`src/rtl/inst_issue_pkg.sv`:
```
// Shared types for the instruction fetch/issue front end: raw word layout,
// decoded instruction format and the issue controller state encoding.
package inst_issue_pkg;

  localparam int NUM_INSTRUCTIONS_WIDTH = 8;
  localparam int INSTRUCTION_WIDTH      = 24;

  // Raw instruction word: {opcode[23:20], param[19:16], data[15:0]}
  typedef struct packed {
    logic [3:0]  opcode;
    logic [3:0]  param;
    logic [15:0] data;
  } RawInst;

  localparam logic [3:0] RAW_OP_RENDER     = 4'h1;
  localparam logic [3:0] RAW_OP_CAMERA_SET = 4'h2;
  localparam logic [3:0] RAW_OP_FRAME      = 4'h3;

  // Camera parameter selectors carried in the param field
  localparam logic [3:0] cpXLocation = 4'h0;
  localparam logic [3:0] cpYLocation = 4'h1;

  typedef enum logic [3:0] {
    opRender      = 4'h0,
    opCameraSet   = 4'h1,
    opFrame       = 4'h2,
    opUnsupported = 4'hF
  } IType;

  typedef struct packed {
    IType        iType;
    logic [3:0]  cParam;
    logic [15:0] data;
  } DecodedInst;

  localparam int DECODED_INSTRUCTION_WIDTH = $bits(DecodedInst);

  typedef enum logic [2:0] {
    S_IDLE,
    S_FETCH,
    S_ISSUE,
    S_FRAME_WAIT,
    S_DONE
  } IssueState;

  // True when fp addresses the final instruction of a len-long program
  function automatic logic fp_is_last(input logic [NUM_INSTRUCTIONS_WIDTH-1:0] fp,
                                      input logic [NUM_INSTRUCTIONS_WIDTH-1:0] len);
    return !(fp < (len - 1'b1));
  endfunction

endpackage

```
`src/rtl/inst_issue_decoder.sv`:
```
// Combinational raw-word to DecodedInst decoder; unknown opcodes become
// opUnsupported with zeroed payload.
module inst_decoder
  import inst_issue_pkg::*;
(
  input  logic [INSTRUCTION_WIDTH-1:0]         inst_word,
  output logic [DECODED_INSTRUCTION_WIDTH-1:0] d_inst
);

  RawInst     raw;
  DecodedInst dec;

  assign raw    = RawInst'(inst_word);
  assign d_inst = dec;

  // Opcode lookup; payload passes through only for recognised opcodes
  always_comb begin
    dec       = '0;
    dec.iType = opUnsupported;
    case (raw.opcode)
      RAW_OP_RENDER: begin
        dec.iType  = opRender;
        dec.cParam = raw.param;
        dec.data   = raw.data;
      end
      RAW_OP_CAMERA_SET: begin
        dec.iType  = opCameraSet;
        dec.cParam = raw.param;
        dec.data   = raw.data;
      end
      RAW_OP_FRAME: begin
        dec.iType  = opFrame;
        dec.cParam = raw.param;
        dec.data   = raw.data;
      end
      default: dec.iType = opUnsupported;
    endcase
  end

endmodule

```
`src/rtl/inst_issue.sv`:
```
// Instruction fetch/issue front end: walks the ROM, decodes each word and
// hands it to execute one strobe at a time, honouring memory_ready and
// holding off after every frame commit.
module inst_issue
  import inst_issue_pkg::*;
#(
  parameter int ROM_LATENCY = 2,
  parameter int LOOP        = 1
) (
  input  logic                                 clk_50mhz,
  input  logic                                 rst,
  input  logic                                 start,
  input  logic [NUM_INSTRUCTIONS_WIDTH-1:0]    prog_len,
  output logic [NUM_INSTRUCTIONS_WIDTH-1:0]    inst_addr,
  input  logic [INSTRUCTION_WIDTH-1:0]         inst_data,
  input  logic                                 memory_ready,
  output logic                                 dInst_valid,
  output logic [DECODED_INSTRUCTION_WIDTH-1:0] dInst,
  output logic [NUM_INSTRUCTIONS_WIDTH-1:0]    pc,
  output logic                                 busy,
  output logic                                 halted,
  output logic                                 unsupported_err
);

  IssueState state_reg, state_next, adv_state;

  logic [2:0]                        cnt_reg;
  logic [NUM_INSTRUCTIONS_WIDTH-1:0] fp_reg, len_reg, fp_adv;
  logic [NUM_INSTRUCTIONS_WIDTH-1:0] inst_addr_reg, pc_reg;
  DecodedInst                        dec_reg, dinst_reg, fetched;
  logic [DECODED_INSTRUCTION_WIDTH-1:0] fetched_word;
  logic                              dinst_valid_reg, err_reg, fw_skip_reg;

  logic fetch_last, do_start, do_issue, do_skip, do_advance, is_frame, is_unsup;

  inst_decoder u_decoder (
    .inst_word (inst_data),
    .d_inst    (fetched_word)
  );

  assign fetched = DecodedInst'(fetched_word);

  // State register; reset wins over everything, including start
  always_ff @(posedge clk_50mhz) begin
    if (rst) state_reg <= S_IDLE;
    else     state_reg <= state_next;
  end

  // Next-state selection from the decoded control events
  always_comb begin
    state_next = state_reg;
    if (do_start)                state_next = S_FETCH;
    else if (fetch_last)         state_next = S_ISSUE;
    else if (do_issue && is_frame) state_next = S_FRAME_WAIT;
    else if (do_advance)         state_next = adv_state;
  end

  // Control events and status outputs derived from the current state
  always_comb begin
    is_frame   = (dec_reg.iType == opFrame);
    is_unsup   = (dec_reg.iType == opUnsupported);
    busy       = (state_reg != S_IDLE) && (state_reg != S_DONE);
    halted     = (state_reg == S_DONE);
    // Address register moves at the transition edge, so the ROM word is
    // sampled ROM_LATENCY+1 edges into FETCH
    fetch_last = (state_reg == S_FETCH) && (cnt_reg == 3'(ROM_LATENCY));
    do_start   = !busy && start && (prog_len != '0);
    do_skip    = (state_reg == S_ISSUE) && is_unsup;
    do_issue   = (state_reg == S_ISSUE) && !is_unsup && memory_ready;
    do_advance = do_skip || (do_issue && !is_frame) ||
                 ((state_reg == S_FRAME_WAIT) && !fw_skip_reg && memory_ready);
    if (!fp_is_last(fp_reg, len_reg)) begin
      fp_adv    = fp_reg + 1'b1;
      adv_state = S_FETCH;
    end else begin
      fp_adv    = '0;
      adv_state = (LOOP == 1) ? S_FETCH : S_DONE;
    end
  end

  // Datapath: fetch pointer, ROM address, decoded word and issue registers
  always_ff @(posedge clk_50mhz) begin
    if (rst) begin
      cnt_reg         <= '0;
      fp_reg          <= '0;
      len_reg         <= '0;
      inst_addr_reg   <= '0;
      pc_reg          <= '0;
      dec_reg         <= '0;
      dinst_reg       <= '0;
      dinst_valid_reg <= 1'b0;
      err_reg         <= 1'b0;
      fw_skip_reg     <= 1'b0;
    end else begin
      dinst_valid_reg <= do_issue;
      // One-cycle blind window after a frame issue lets execute drop ready
      fw_skip_reg     <= do_issue && is_frame;
      if (state_reg == S_FETCH) cnt_reg <= cnt_reg + 3'd1;
      if (fetch_last) dec_reg <= fetched;
      if (do_start) begin
        len_reg       <= prog_len;
        fp_reg        <= '0;
        inst_addr_reg <= '0;
        cnt_reg       <= '0;
      end
      if (do_issue) begin
        dinst_reg <= dec_reg;
        pc_reg    <= fp_reg;
      end
      if (do_skip) err_reg <= 1'b1;
      if (do_advance && (adv_state == S_FETCH)) begin
        fp_reg        <= fp_adv;
        inst_addr_reg <= fp_adv;
        cnt_reg       <= '0;
      end
    end
  end

  assign inst_addr       = inst_addr_reg;
  assign dInst_valid     = dinst_valid_reg;
  assign dInst           = dinst_reg;
  assign pc              = pc_reg;
  assign unsupported_err = err_reg;

endmodule

```
`config.mk`:
```
export PLATFORM = sky130hd
export DESIGN_NAME = inst_issue
export DESIGN_NICKNAME = d
export VERILOG_FILES = /design/src/rtl/inst_issue_pkg.sv /design/src/rtl/inst_issue_decoder.sv /design/src/rtl/inst_issue.sv
export SDC_FILE = /design/constraint.sdc
export NUM_CORES = 1
export LEC_CHECK = 0
export BUFFER_PORTS_ARGS = -buffer_cell sky130_fd_sc_hd__buf_2
export CORE_UTILIZATION = 45
export CTS_BUF_LIST = sky130_fd_sc_hd__clkbuf_4
export DETAILED_ROUTE_END_ITERATION = 10
export HOLD_SLACK_MARGIN = 0.15
export PLACE_DENSITY = 0.69
export SKIP_LAST_GASP = 1
export SYNTH_ARGS = -nofsm -noshare
export SYNTH_HDL_FRONTEND = slang
export SYNTH_SLANG_ARGS = --single-unit
```
`constraint.sdc`:
```
create_clock -name clk_50mhz -period 3.6 [get_ports clk_50mhz]
set_input_delay 0.18 -clock clk_50mhz [delete_from_list [all_inputs] [get_ports clk_50mhz]]
set_output_delay 0.18 -clock clk_50mhz [all_outputs]
set_load 0.1 [all_outputs]
```
[Word-level counts from Yosys, hierarchy flattened]
Index checks and enable logic that the tools add are counted.
Storage, ports and cells
  register bits after elaboration: 80
  word-level logic and storage cells: 61
Operators by class
  $add $sub $neg: 3
  $lt $le $gt $ge: 1
  eq/ne operators: 9
  muxes and demuxes: 9
  reductions and logical operators: 24
Operators by type and width (count)
  8-bit two-way mux: 3
  20-bit two-way mux: 1
  4-bit by 2-bit == test with 1-bit output (second input constant): 3
  4-bit case mux with 3 select lines: 1
  1-bit logical AND: 10
  8-bit by 1-bit adder with 8-bit output (second input constant): 1
  8-bit less-than comparator: 1
  8-bit nonzero test: 1
  8-bit by 1-bit subtractor with 8-bit output (second input constant): 1
  2-bit two-way mux: 3
  3-bit nonzero test: 2
  3-bit OR reduction: 2
  2-bit == test (second input constant): 2
  4-bit by 1-bit == test with 1-bit output (second input constant): 1
  4-bit == test (second input constant): 1
  1-bit logical NOT: 4
  4-bit nonzero test: 1
  3-bit by 1-bit adder with 3-bit output (second input constant): 1
  3-bit by 2-bit == test with 1-bit output (second input constant): 1
  2-bit by 1-bit == test with 1-bit output (second input constant): 1
  1-bit logical OR: 2
  2-bit nonzero test: 1
  2-bit OR reduction: 1
  1-bit two-way mux: 1

[Longest topological paths before layout]
Gate-level depths: netlist of run 1.
  word-level depth: 11
  gate-level depth with buffers: 11

[Modules after synthesis]
A second synthesis of run 1 with hierarchy kept.
Second synthesis, totals
  cells, all modules: 439
  area, all modules: 3673.5 um2
Modules (own cells, without submodules)
  inst_issue: times used 1, cells an instance 407, area each 3340.7 um2
  inst_decoder: times used 1, cells an instance 32, area each 332.8 um2

[Worst setup path before layout of run 1]
Ideal clock, no wire load.
  kind: reg-to-reg
  from: reg len_reg[2]
  to: reg inst_addr_reg[1] (netlist: inst_addr[1])
  setup time: 76 ps
  data arrival time: 2439 ps
  required time: 3524 ps
  path slack: 1085 ps
  cell stages (with the launch flop): 10
  path buffers: 0
  period minus slack after synthesis: 2515 ps
  path through: dfxtp_1 > or4_1 > nor4_1 > xnor2_1 > ha_1 > and3_1 > a221oi_1 > o21a_1 > nand4b_2 > o22ai_1
Between the ends
  longest elaborated chain between the ends: 4
Ends and longest elaborated chain
  start: declaration: line inst_issue.sv:28  | logic [NUM_INSTRUCTIONS_WIDTH-1:0] fp_reg, len_reg, fp_adv;
  start signal: assignment: line inst_issue.sv:101  | len_reg <= prog_len;
  8-bit by 1-bit subtractor with 8-bit output: line inst_issue_pkg.sv:49  | return !(fp < (len - 1'b1));
  8-bit less-than comparator: line inst_issue_pkg.sv:49
  8-bit two-way mux: line inst_issue.sv:72  | if (!fp_is_last(fp_reg, len_reg)) begin
  8-bit two-way mux: line inst_issue.sv:111  | if (do_advance && (adv_state == S_FETCH)) begin
  end signal: assignment: line inst_issue.sv:113  | inst_addr_reg <= fp_adv;
  end: declaration: line inst_issue.sv:29  | logic [NUM_INSTRUCTIONS_WIDTH-1:0] inst_addr_reg, pc_reg;
No other way between the ends.
A chain may end at the register's enable or synchronous reset.

[Worst setup path after layout of run 1]
Same ends and word-level chain as after synthesis.

==> flow_summary.ini, run 1 <==
[route]
drtIter0Drc = 110
via_per_inst = 5.120
drt-pass1-iter-count = 4
drc = 0
wl_um = 7513
postRouteAntennaNets = 0
via_count = 2893
wire_per_inst_um = 13.30

[critical_path]
ff2ff_setup_slack_ns = 0.82
r2r_cells = 9
r2r_start = len_reg[2]$_SDFFE_PP0P_
setup.worst_path.end = inst_addr[1]$_SDFFE_PP0P_
crit_path_top_delay_cell = or4_1
path_cells = or4_1 -> nor4_1 -> xnor2_1 -> ha_1 -> and3_1 -> a221oi_1 -> o21a_1 -> nand4b_2 -> o22ai_1
startpoint_type = register
critPathKind = register to register
cpPeakStageDelay_ns = 0.54
cp.required_ns = 3.95
cp-startpoint = len_reg[2]$_SDFFE_PP0P_
r2r_end = inst_addr[1]$_SDFFE_PP0P_
crit_fanout = 7
critPathCaptureType = register
worstPathArrival_ns = 3.13

[floorplanning]
core_area_um2 = 6869
rows = 30
die_h_um = 86.76
start_util_pct = 47.07
die_w_um = 86.76
die_area_um2 = 7527
ioPinCount = 80

[timing]
setup_viol = 0
slew_violations = 0
min_period_over_period_pct = 77.31
final_hold_viol_count = 0
rsz0062_at_grt = no
fmax_ghz = 0.3593
worstMarginPinSlew_ns = 1.059
period_needed_ns = 2.783
fin_tns_setup_ns = 0
slew_headroom_pct = 29.27
finClkSkew_ns = 0.01448
whs_ns = 0.2012

[pwr]
p_int_mw = 1.252
pwr-share-comb_pct = 10.7
p_leak_nw = 1.759
switching_share_pct = 25.61
power_frac_seq_pct = 52.8
peakVddDrop_uv = 258.8
p_sw_mw = 0.4308
pwr-share-clk_pct = 36.5
power_density_nw_per_um2 = 406.1

[cells_and_area]
antenna_cells = 0
finish.utilization_pct = 60.31
syn_to_final_growth_pct = 28.13
finalNonFillerCells = 565
stdcell_area_um2 = 4143
nets = 511
drive_gt1_share_pct = 23.03

[clock_network]
clk_latency_ns = 0.42
path_clk_slew_ns = 0.13
clkSinkCount = 78
tritoncts = done
cts_max_level = 3
cts_buffers = 9
hold_buffers = 31
cts_max_path_buffers = 2
cts_setup_buffers = 0
cts_resized = 0
clock-root-buffer = clkbuf_4

[yosys]
syn_nets = 411
synth-edff-count = 0
yosysMostFrequentCell = dfxtp_1
synth.distinct_cells = 48
ys_warn_count = 0
yosys.area.top_type = dfxtp_1
synth_common_cells = dfxtp_1, nand2_1, nor2_1
syn_area_um2 = 3233
yosys_most_used_dff = dfxtp_1
ys_seq_area_share_pct = 48.30
yosys-top-cells-area = dfxtp_1, nand2_1, nor2_1, a22oi_1, a21oi_1
netlist.area_leader.share_pct = 48.30
syn_inst = 364
synthArstFlopShare_pct = 0
syn_avg_cell_area_um2 = 8.882
synth-seq-cells = 78

[status]
status = finished, final reports clean

[grt]
globalRouteOverflowTotal = 0
grt_pass1_vias = 2656
grt_max_degree = 49
grt_use_total_pct = 21.18
antenna_found_initial = 0
grt_pass1_wl_um = 12360

[place]
place.gp.congestion = 0.7696
dp_hpwl_um = 4791
dpl_cell_area_um2 = 3664
io_buffers = 78
place_inst = 518

[flow_run]
cap_viol_max_count = 0

[hold_path]
hp-class = primary input to register
logic make-up (layout without fill, tap and decap cells):
group	count (synthesis)	count (layout)	synth area share (%)
mux	9	9	2.786
fa+ha+maj	11	11	4.257
flops	78	78	48.30
simple gates	144	144	19.85
xor+xnor	13	13	3.522
buf+inv	34	139	4.915
other cells	1	1	0.1160
compound gates	74	74	16.25
cell type report:
cell class	count	area, um2
fillers	593	2726
flip-flops and latches	78	1562
repair buffers	113	730.7
well taps	96	120.1
inverters	10	37.54
clock inverters	6	93.84
clock buffers	10	75.07
multi-input cells	252	1524
power by group through the flow:
stage / combinational, mW / clock (mW) / sequential, mW
5_1_grt: 0.199 / 0.665 / 0.891
3_3_place_gp: 0.148 / 0 / 0.907
2_1_floorplan: 0.113 / 0 / 0.905
6_report: 0.180 / 0.614 / 0.888
4_1_cts: 0.179 / 0.625 / 0.888
3_5_place_dp: 0.154 / 0 / 0.907
per-stage QoR:
step | worst slack (ns) | total power [mW]
global placement | 0.9172 | 1.055
finish | 0.8168 | 1.682
global route | 0.6022 | 1.754
detailed placement | 0.8330 | 1.061
floorplan | 1.085 | 1.017
CTS | 0.8025 | 1.693
routing by layer:
metal	up-vias	GRT usage (%)	share of wire [%]
met4	0	10.76	2.1
met5	-	0	0
li1	1451	-	-
met2	77	35.21	48
met1	1353	26.37	46
met3	12	3.810	3.5
worst max-delay path, delay by kind of cell (launching register included):
kind                     cells  cell delay (ns)
flip-flops                   1             0.37
adder cells (fa/ha/maj)      1             0.27
XOR/XNOR                     1             0.17
AO/OA/AOI/OAI                3             0.72
AND/OR/NAND/NOR              4             1.19
layout by cell type, fill, tap and decap left out, types with 2 or more instances in the layout:
cell type | Yosys | final
or3_1 | 2 | 2
xor2_1 | 6 | 6
and3b_1 | 2 | 2
buf_2 | 10 | 78
nor3_1 | 8 | 8
dfxtp_1 | 78 | 78
dlygate4sd3_1 | 0 | 31
xnor2_1 | 7 | 7
ha_1 | 11 | 11
mux2i_1 | 9 | 9
and3_1 | 3 | 3
o2bb2ai_1 | 5 | 5
bufinv_16 | 0 | 2
nor2_1 | 47 | 47
a21oi_1 | 29 | 29
a311oi_1 | 2 | 2
nor4b_1 | 3 | 3
a21o_1 | 2 | 2
a211oi_2 | 1 | 2
nand2_1 | 62 | 62
buf_4 | 3 | 4
inv_1 | 10 | 10
a22oi_1 | 20 | 20
nand3_1 | 7 | 7
clkbuf_4 | 0 | 10
clkinv_4 | 0 | 2
nor4_1 | 3 | 3
worst min path at each step:
stage | from | endpoint | slack [ns] | depth (start not counted)
after floorplan | inst_data[20] | dec_reg[20]$_SDFFE_PP0P_ | 0.29 | 1
after global placement | inst_data[20] | dec_reg[20]$_SDFFE_PP0P_ | 0.41 | 2
after global routing | memory_ready | state_reg[1]$_SDFFE_PP0P_ | 0.18 | 4
after detailed placement | inst_data[20] | dec_reg[20]$_SDFFE_PP0P_ | 0.41 | 2
final | memory_ready | state_reg[1]$_SDFFE_PP0P_ | 0.20 | 4
after CTS | memory_ready | state_reg[1]$_SDFFE_PP0P_ | 0.17 | 4
No activity file was read; power rests on OpenSTA's default activity.
==> inputs of run 2 (changes only) <==
==> constraint.sdc (replaced) <==
create_clock -name clk_50mhz -period 2.8 [get_ports clk_50mhz]
set_input_delay 0.14 -clock clk_50mhz [delete_from_list [all_inputs] [get_ports clk_50mhz]]
set_output_delay 0.14 -clock clk_50mhz [all_outputs]
set_load 0.1 [all_outputs]
==> flow_summary.ini, run 2 (synthesized netlist as in run 1, its figures left out) <==
[pwr]
switching_share_pct = 25.33
power_density_nw_per_um2 = 516.1
p_leak_nw = 1.782
peakVddDrop_uv = 358.3
p_sw_mw = 0.5517
power_frac_seq_pct = 52.6
p_int_mw = 1.626
pwr-share-clk_pct = 35.7
pwr-share-comb_pct = 11.8

[critical_path]
critPathKind = register to register
r2r_cells = 9
startpoint_type = register
crit_path_top_delay_cell = or4_4
path_cells = or4_4 -> nor4_4 -> xnor2_1 -> ha_1 -> and3_4 -> a221oi_2 -> o21a_2 -> nand4b_4 -> mux2i_1
crit_fanout = 7
cp.required_ns = 3.14
cpPeakStageDelay_ns = 0.55
worstPathArrival_ns = 3.09
critPathCaptureType = register

[grt]
grt_pass1_wl_um = 12430
grt_pass1_vias = 2621
antenna_found_initial = 0
grt_max_degree = 39
globalRouteOverflowTotal = 0
grt_use_total_pct = 21.38

[place]
dpl_worst_slack_ns = -0.006863
place_inst = 520
place.gp.congestion = 0.7999
dp_hpwl_um = 4878
io_buffers = 78

[timing]
finClkSkew_ns = 0.01589
worstMarginPinSlew_ns = 0.6596
whs_ns = 0.1835
min_period_over_period_pct = 98.11
period_needed_ns = 2.747
slew_headroom_pct = 56.02
final_hold_viol_count = 0
fmax_ghz = 0.3640
setup_viol = 0
final.setup.worst_slack_ns = 0.05301
slew_violations = 0

[route]
wire_per_inst_um = 13.64
postRouteAntennaNets = 0
via_per_inst = 5.095
drc = 0
drt-pass1-iter-count = 4
wl_um = 7761
drtIter0Drc = 125
via_count = 2899

[cells_and_area]
syn_to_final_growth_pct = 30.53
final_common_cell = buf_2
finalNonFillerCells = 569
drive_gt1_share_pct = 25.37
antenna_cells = 0
nets = 515
layout_common_cells = buf_2, dfxtp_1, nand2_1
finish.utilization_pct = 61.44

[floorplanning]
die_area_um2 = 7527
die_h_um = 86.76
core_area_um2 = 6869
rows = 30
start_util_pct = 47.07
ioPinCount = 80
die_w_um = 86.76

[hold_path]
hold_depth = 4
hp-class = primary input to register

[clock_network]
cts_max_path_buffers = 2
clock-root-buffer = clkbuf_4
tritoncts = done
path_clk_slew_ns = 0.12
cts_max_level = 3
clkSinkCount = 78
clk_latency_ns = 0.42
cts_buffers = 9

[flow_run]
cap_viol_max_count = 0

[status]
status = finished, final reports clean
[run 2: changes by cell type in the layout (fill, tap and decap cells not counted), sizes merged]
cell      change
buf           +4
clkinv        -2
clkinvlp      +1
inv           +1
[run 2: layer usage]
layer / GRT usage (%) / part of all wire [%] / vias to the layer above
li1: - / - / 1462
met1: 25.88 / 44 / 1339
met2: 35.93 / 50 / 84
met3: 5.810 / 4.3 / 14
met4: 8.788 / 2.1 / 0
met5: 0 / 0 / -
[run 2: cell type report]
cell class,instances,area [um2]
Timing Repair Buffer,117,760.7
Clock inverter,6,92.59
Multi-Input combinational cell,252,1570
Tap cell,96,120.1
Clock buffer,10,75.07
Inverter,10,37.54
Sequential cell,78,1564
Fill cell,599,2649
[run 2: timing repair]
item / CTS / global route
hold buffers: 31 / 0
gates resized for setup: 1 / 9
setup buffers: 0 / 2
setup endpoints to repair: 7 / 7
pin swaps: 0 / 3
hold endpoints to repair: 30 / 0
[run 2: stage by stage]
| step | power, mW | area (um2) | TNS [ns] |
|---|---|---|---|
| global placement | 1.359 | 3679 | 0 |
| finish | 2.178 | 4220 | 0 |
| global route | 2.270 | 4220 | -0.1960 |
| floorplan | 1.308 | 3233 | 0 |
| detailed placement | 1.365 | 3679 | -0.006863 |
| CTS | 2.168 | 4163 | 0 |
[run 2: worst max-delay path, delay by kind of cell (launching register included)]
family | cells | cell delay [ns]
AOI/OAI and AO/OA | 2 | 0.47
muxes | 1 | 0.18
DFF | 1 | 0.35
xor gates and xnor gates | 1 | 0.13
and+or+nand+nor | 4 | 1.20
adders and majority gates | 1 | 0.32
[run 2: power by group through the flow]
stage / Clock, mW / Sequential [mW] / Combinational, mW
floorplan: 0 / 1.16 / 0.145
global placement: 0 / 1.17 / 0.193
detailed placement: 0 / 1.17 / 0.199
CTS: 0.792 / 1.14 / 0.234
global route: 0.839 / 1.15 / 0.284
finish: 0.777 / 1.14 / 0.257
[run 2: final timing paths]
kind / start / to / slack (ns)
setup / recovery: len_reg[5]$_SDFFE_PP0P_ / inst_addr[0]$_SDFFE_PP0P_ / 0.05
hold / removal: memory_ready / state_reg[1]$_SDFFE_PP0P_ / 0.18
setup reg to reg: len_reg[5]$_SDFFE_PP0P_ / inst_addr[0]$_SDFFE_PP0P_ / 0.05
hold reg to reg: dec_reg[6]$_SDFFE_PP0P_ / dInst[6]$_SDFFE_PP0P_ / 0.46
==> inputs of run 3 (changes only) <==
==> constraint.sdc (replaced) <==
create_clock -name clk_50mhz -period 3.1 [get_ports clk_50mhz]
set_input_delay 0.155 -clock clk_50mhz [delete_from_list [all_inputs] [get_ports clk_50mhz]]
set_output_delay 0.155 -clock clk_50mhz [all_outputs]
set_load 0.1 [all_outputs]
==> flow_summary.ini, run 3 (synthesized netlist as in run 1, its figures left out) <==
[status]
status = finished, final reports clean

[critical_path]
worstPathArrival_ns = 3.18
cp_top_family = simple AND/OR/NAND/NOR gates
critical_path_buf_inv_count = 0
path_cells = or4_1 -> nor4_1 -> xnor2_1 -> ha_1 -> and3_1 -> a221oi_1 -> o21a_1 -> nand4b_2 -> o2bb2ai_1
cp.required_ns = 3.45
critPathKind = register to register
crit_fanout = 7
cpPeakStageDelay_ns = 0.53
ff2ff_setup_slack_ns = 0.27
r2r_cells = 9
cp.depth = 9
crit_path_top_delay_cell = or4_1
critPathCaptureType = register
startpoint_type = register

[cells_and_area]
syn_to_final_growth_pct = 27.71
finish.utilization_pct = 60.11
nets = 513
drive_gt1_share_pct = 22.93
stdcell_area_um2 = 4129
nFillCells = 608
layout_common_cells = dfxtp_1, buf_2, nand2_1
antenna_cells = 0

[grt]
grt_max_degree = 48
grt_pass1_vias = 2678
globalRouteOverflowTotal = 0
grt_use_total_pct = 20.53
grt_pass1_wl_um = 11990
antenna_found_initial = 0

[floorplanning]
ioPinCount = 80
die_h_um = 86.76
die_area_um2 = 7527
rows = 30
core_area_um2 = 6869
die_w_um = 86.76
start_util_pct = 47.07

[timing]
fmax_ghz = 0.3529
min_period_over_period_pct = 91.42
fin_tns_setup_ns = 0
final_hold_viol_count = 0
rsz0062_at_grt = no
slew_violations = 0
worstMarginPinSlew_ns = 0.8306
setup_viol = 0
slew_headroom_pct = 44.63
period_needed_ns = 2.834
finClkSkew_ns = 0.01310

[route]
via_per_inst = 5.116
postRouteAntennaNets = 0
via_count = 2901
wl_um = 7410
wire_per_inst_um = 13.07
drtIter0Drc = 90
drt-pass1-iter-count = 4
drc = 0

[clock_network]
clk_latency_ns = 0.42
cts_setup_buffers = 0
path_clk_slew_ns = 0.13
cts_max_path_buffers = 2
cts_max_level = 3
clock-root-buffer = clkbuf_4
clkSinkCount = 78
tritoncts = done
cts_buffers = 9
hold_buffers = 32
cts_resized = 0

[hold_path]
hp-class = primary input to register
hold_depth = 2

[flow_run]
cap_viol_max_count = 0

[pwr]
peakVddDrop_uv = 296.3
power_density_nw_per_um2 = 446.5
p_leak_nw = 1.751

[place]
dpl_cell_area_um2 = 3671
place.gp.congestion = 0.7711
dp_hpwl_um = 4743
io_buffers = 78
[run 3: path summary, 6_finish.rpt]
| check | start | endpoint |
|---|---|---|
| max | len_reg[2]$_SDFFE_PP0P_ | inst_addr[7]$_SDFFE_PP0P_ |
| min | rst | len_reg[6]$_SDFFE_PP0P_ |
| max reg2reg | len_reg[2]$_SDFFE_PP0P_ | inst_addr[7]$_SDFFE_PP0P_ |
| min reg2reg | dInst[0]$_SDFFE_PP0P_ | dInst[0]$_SDFFE_PP0P_ |
[run 3: power breakdown]
part           switching, mW  internal (mW)
registers             0.0156           1.02
clock network          0.350          0.252
logic                  0.112         0.0975
total                  0.478           1.37
[run 3: through the flow]
stage	total power, mW	hold WS, ns	worst slack, ns	std cells
after CTS	1.863	0.2841	0.2900	567
after detailed placement	1.231	0.3934	0.3276	519
after global routing	1.931	0.3107	0.1137	567
after global placement	1.226	0.3820	0.4242	519
final	1.844	0.3129	0.2660	567
after floorplan	1.182	0.2639	0.5851	364
[run 3: routing by layer]
metal	vias up	GRT usage [%]	wire [um]
met3	17	6.381	331
met5	-	0	0
li1	1464	-	-
met1	1342	24.16	3337
met2	78	34.63	3557
met4	0	8.636	184
[run 3: final cells by class]
cell class	count	area (um2)	share of cell area, %
Inverter	10	37.54	0.9091
Tap cell	96	120.1	2.909
Clock buffer	10	75.07	1.818
Clock inverter	6	62.56	1.515
Multi-Input combinational cell	252	1524	36.91
Sequential cell	78	1562	37.82
Timing Repair Buffer	115	748.2	18.12
